[config.mk]
export PLATFORM = sky130hd
export DESIGN_NAME = vga_disp_core
export DESIGN_NICKNAME = d
export VERILOG_FILES = /design/src/rtl/vga_disp_core.sv
export SDC_FILE = /design/constraint.sdc
export NUM_CORES = 1
export LEC_CHECK = 0
export ABC_AREA = 0
export CORE_ASPECT_RATIO = 1.1
export CORE_MARGIN = 4
export CORE_UTILIZATION = 48
export DETAILED_ROUTE_END_ITERATION = 16
export PLACE_DENSITY = 0.78
export SETUP_SLACK_MARGIN = 0.5
export SYNTH_ARGS = -nofsm -noshare
export SYNTH_HDL_FRONTEND = slang
export SYNTH_SLANG_ARGS = --single-unit
[constraint.sdc]
create_clock -name clk -period 2.4 [get_ports clk]
set_clock_uncertainty 0.15 [all_clocks]
set_input_delay 0.48 -clock clk [delete_from_list [all_inputs] [get_ports clk]]
set_output_delay 0.48 -clock clk [all_outputs]
set_load 0.03 [all_outputs]
[src/rtl/vga_disp_core.sv]
// VGA display core: pixel-tick divider, H/V timing generator and latency-aligned sync/RGB outputs.
// Defining VGA_TEST_PATTERN_EN adds a test_en input selecting an eight-bar colour pattern.
module vga_disp_core #(
  parameter int DIV       = 2,
  parameter int H_DISPLAY = 640,
  parameter int H_FRONT   = 16,
  parameter int H_SYNC    = 96,
  parameter int H_BACK    = 48,
  parameter int V_DISPLAY = 480,
  parameter int V_FRONT   = 10,
  parameter int V_SYNC    = 2,
  parameter int V_BACK    = 33,
  parameter int SYNC_POL  = 0,
  parameter int RGB_W     = 3,
  parameter int GEN_LAT   = 0
) (
  input  logic             clk,
  input  logic             reset,
`ifdef VGA_TEST_PATTERN_EN
  input  logic             test_en,
`endif
  input  logic [RGB_W-1:0] rgb_in,
  output logic             p_tick,
  output logic [9:0]       pixel_x,
  output logic [9:0]       pixel_y,
  output logic             frame_start,
  output logic             hsync,
  output logic             vsync,
  output logic             video_on,
  output logic [RGB_W-1:0] rgb
);

  localparam int H_TOTAL = H_DISPLAY + H_FRONT + H_SYNC + H_BACK;
  localparam int V_TOTAL = V_DISPLAY + V_FRONT + V_SYNC + V_BACK;
  localparam int DW      = (DIV > 1) ? $clog2(DIV) : 1;

  localparam logic [DW-1:0] DIV_LAST = DW'(DIV - 1);
  localparam logic [9:0] H_LAST   = 10'(H_TOTAL - 1);
  localparam logic [9:0] V_LAST   = 10'(V_TOTAL - 1);
  localparam logic [9:0] H_VIS    = 10'(H_DISPLAY);
  localparam logic [9:0] V_VIS    = 10'(V_DISPLAY);
  localparam logic [9:0] HS_START = 10'(H_DISPLAY + H_FRONT);
  localparam logic [9:0] HS_END   = 10'(H_DISPLAY + H_FRONT + H_SYNC - 1);
  localparam logic [9:0] VS_START = 10'(V_DISPLAY + V_FRONT);
  localparam logic [9:0] VS_END   = 10'(V_DISPLAY + V_FRONT + V_SYNC - 1);
  localparam logic       SP       = 1'(SYNC_POL);

`ifdef VGA_TEST_PATTERN_EN
  localparam int         PW    = 6;
  localparam int         FW    = RGB_W / 3;
  localparam logic [9:0] BAR_W = 10'(H_DISPLAY / 8);
`else
  localparam int         PW    = 3;
`endif
  localparam logic [PW-1:0] IDLE = PW'({~SP, ~SP, 1'b0});

  logic [DW-1:0]    div_cnt;
  logic [9:0]       h, v;
  logic [PW-1:0]    raw_vec, stage;
  logic [RGB_W-1:0] colour;

  always_ff @(posedge clk) begin
    if (reset) begin
      div_cnt <= '0;
      p_tick  <= 1'b0;
    end else begin
      div_cnt <= (div_cnt == DIV_LAST) ? '0 : div_cnt + 1'b1;
      p_tick  <= (div_cnt == DIV_LAST);
    end
  end

  always_ff @(posedge clk) begin
    if (reset) begin
      h <= '0;
      v <= '0;
    end else if (p_tick) begin
      if (h == H_LAST) begin
        h <= '0;
        v <= (v == V_LAST) ? '0 : v + 1'b1;
      end else begin
        h <= h + 1'b1;
      end
    end
  end

  assign pixel_x     = h;
  assign pixel_y     = v;
  assign frame_start = p_tick & (h == H_LAST) & (v == V_LAST);

  // Packed as {bar, hs, vs, von}; the bar field only exists with the test pattern.
  always_comb begin
    raw_vec    = IDLE;
    raw_vec[2] = (h >= HS_START && h <= HS_END) ? SP : ~SP;
    raw_vec[1] = (v >= VS_START && v <= VS_END) ? SP : ~SP;
    raw_vec[0] = (h < H_VIS) && (v < V_VIS);
`ifdef VGA_TEST_PATTERN_EN
    raw_vec[5:3] = 3'(h / BAR_W);
`endif
  end

  generate
    if (GEN_LAT == 0) begin : g_nolat
      assign stage = raw_vec;
    end else begin : g_lat
      logic [PW-1:0] pipe [GEN_LAT];
      always_ff @(posedge clk) begin
        if (reset) begin
          for (int unsigned i = 0; i < GEN_LAT; i++) pipe[i] <= IDLE;
        end else if (p_tick) begin
          pipe[0] <= raw_vec;
          for (int unsigned i = 1; i < GEN_LAT; i++) pipe[i] <= pipe[i-1];
        end
      end
      assign stage = pipe[GEN_LAT-1];
    end
  endgenerate

  always_comb begin
    colour = rgb_in;
`ifdef VGA_TEST_PATTERN_EN
    if (test_en) colour = {{FW{stage[5]}}, {FW{stage[4]}}, {FW{stage[3]}}};
`endif
  end

  always_ff @(posedge clk) begin
    if (reset) begin
      hsync    <= ~SP;
      vsync    <= ~SP;
      video_on <= 1'b0;
      rgb      <= '0;
    end else if (p_tick) begin
      hsync    <= stage[2];
      vsync    <= stage[1];
      video_on <= stage[0];
      rgb      <= stage[0] ? colour : '0;
    end
  end

endmodule

==> results.py <==
metrics = {
    "clock_network": {
        "hold_buffers": 0,
        "clk_path_buf_depth": 2,
        "cts_buffers": 3,
        "cts_sinks": 28,
        "cts_tree": "yes",
        "clkTransAtPathRegs_ps": 160,
        "cts_root_buf": "clkbuf_4",
        "htree_num_levels": 1,
        "clk_latency_ps": 330,
    },
    "sta": {
        "slew_viol_final": 0,
        "setup_ws_ps": 185,
        "tns_ps": 0,
        "timing.final.crit_share": 0.923,
        "slew_headroom": 0.716,
        "timing.hold.ws_ps": 276,
        "period_needed_ps": 2220,
        "worst_pin_slew_ps": 425,
        "setup_viol": 0,
        "max_freq_mhz": 451,
        "hold_viol_final": 0,
        "rsz0062_at_grt": "yes",
    },
    "power": {
        "power_mw": 0.841,
        "ir_drop_uv": 437,
        "p_per_area_mw_per_mm2": 445,
        "static-leakage-power_nw": 0.767,
    },
    "route": {
        "drc": 0,
        "drtIter0Drc": 73,
        "drtPass1Iterations": 4,
        "via_per_inst": 5.70,
        "wl_per_cell_um": 15.0,
        "postRouteAntennaNets": 0,
        "vias": 1270,
        "drt_wl_total_mm": 3.34,
    },
    "cells_and_area": {
        "final_core_util": 0.735,
        "drive_above_1_share": 0.276,
        "area_growth_pct": 42.2,
        "num-fill-cells": 210,
        "final_common_cell": "dlygate4sd2_1",
        "finalNonFillerCells": 223,
        "diodes": 0,
        "nets": 203,
        "final_area_mm2": 0.00189,
        "final_cell_mix": "dlygate4sd2_1, nor2_1, dfxtp_1",
    },
    "synth": {
        "yosys.area.top_type": "dfxtp_1",
        "synth.distinct_cells": 35,
        "synth_async_sr_flop_share": 0,
        "syn_avg_cell_area_um2": 8.97,
        "syn-instance-count": 148,
        "synthesis.area_mm2": 0.00133,
        "synth_top_cell_area_share": 0.422,
        "ys_seq_area_frac": 0.422,
        "yosys_warnings": 0,
        "ys_seq_elements": 28,
        "synth_area_leaders": "dfxtp_1, nor2_1, ha_1",
        "synth_edf_count": 0,
        "syn-num-nets": 158,
        "synthFlopType": "dfxtp_1",
    },
    "hold_path": {
        "hold_path.class": "flop to flop",
    },
    "floorplanning": {
        "die_x_um": 58.1,
        "die_h_um": 63.2,
        "row_count": 19,
        "core_region_area_mm2": 0.00257,
        "dieArea_mm2": 0.00367,
        "start_util": 0.517,
        "io_pins": 33,
    },
    "global_route": {
        "grt_pass1_vias": 1208,
        "overflow": 0,
        "grt_usage": 0.184,
        "grt_pass1_wl_mm": 5.39,
        "grt_max_degree": 17,
        "grt_antenna_before_repair": 0,
    },
    "setup_path": {
        "cpLargestDelayFamily": "simple AND/OR/NAND/NOR gates",
        "cpPeakStageDelay_ps": 470,
        "crit_path_top_delay_cell": "dfxtp_1",
        "cp.required_ps": 1770,
        "crit_chain": "nor3b_1 > nand4_1 > nor2_4 > buf_6",
        "crit_path_start_kind": "flop",
        "worst-endpoint-arrival_ps": 1590,
        "cp_max_fo": 6,
        "path_class": "flop to output port",
        "end_kind": "output port",
        "path_buf_inv": 1,
    },
    "placed_design": {
        "io_buffers": 32,
        "routabilityCongestion": 0.746,
        "pre_cts_slack_ps": 312,
        "place_area_mm2": 0.00168,
        "dp.cells": 206,
        "dp_hpwl_mm": 2.17,
    },
    "outcome": {
        "status": "completed",
    },
    "run": {
        "drv_cap": 0,
    },
}
==> cell families after synthesis <==
logic type,count (synthesis),synth area share
AO/OA/AOI/OAI,24,0.108
XOR/XNOR,11,0.0726
multiplexers,1,0.00754
adder cells (fa/ha/maj),5,0.0471
flip-flops,28,0.422
buffers and inverters,12,0.0434
AND/OR/NAND/NOR,67,0.299
==> area by class of cell <==
cell class / instances / area, um^2 / area share
multi-input combinational: 108 / 791 / 0.419
sequential: 28 / 591 / 0.313
timing repair buffer: 46 / 388 / 0.205
tap: 31 / 38.8 / 0.0205
clock inverter: 1 / 30.0 / 0.0159
inverter: 6 / 27.5 / 0.0146
clock buffer: 3 / 22.5 / 0.0119
==> power breakdown <==
part | switching (mW) | total, mW | internal [mW]
logic | 0.0295 | 0.0517 | 0.0222
registers | 0.00774 | 0.474 | 0.466
clock network | 0.146 | 0.315 | 0.169
==> cell usage after synthesis, types with 2 or more instances <==
library cell / count
and4_1: 4
nor4b_1: 3
dfxtp_1: 28
xor2_1: 6
o21ai_0: 8
nor2_1: 19
nand4_1: 7
and3_1: 2
a22oi_1: 3
or3_1: 6
inv_1: 6
a21oi_1: 9
nand2_1: 8
clkbuf_1: 3
ha_1: 5
nor3_1: 3
nand2b_1: 3
xnor2_1: 5
nand3_1: 4
==> flip-flops by register name, indices dropped and copies added, names as in the netlist <==
name	count
video_on	1
pixel_y	10
vsync	1
rgb	3
div_cnt	1
p_tick	1
pixel_x	10
hsync	1
==> worst paths after layout <==
check	slack (ps)	cells past startpoint	from	endpoint
max	180	4	pixel_y[9]$_SDFFE_PP0P_	frame_start
min	280	1	div_cnt$_SDFF_PP0_	div_cnt$_SDFF_PP0_
max reg2reg	360	7	pixel_x[6]$_SDFFE_PP0P_	pixel_y[3]$_SDFFE_PP0P_
min reg2reg	280	1	div_cnt$_SDFF_PP0_	div_cnt$_SDFF_PP0_
==> timing repair <==
item,4_1_cts,5_1_grt
setup endpoints to repair,37,22
pin swaps,6,11
buffers inserted,11,2
resized for setup,44,22
==> worst register-to-register path: cells and delay by family (launching register included) <==
family / cells / cell delay, ps
buf+inv: 3 / 430
compound gates: 1 / 140
flops: 1 / 390
simple gates: 3 / 860
==> per-layer routing <==
metal	part of all wire	up-vias	global-route usage	wire length (um)
met2	0.50	37	0.309	1680
met5	0	-	0	0
met3	0.051	9	0.0347	169
met4	0.020	0	0.0841	68
li1	-	617	-	-
met1	0.43	607	0.223	1420
Note: power is estimated with default switching activity, not from simulation.
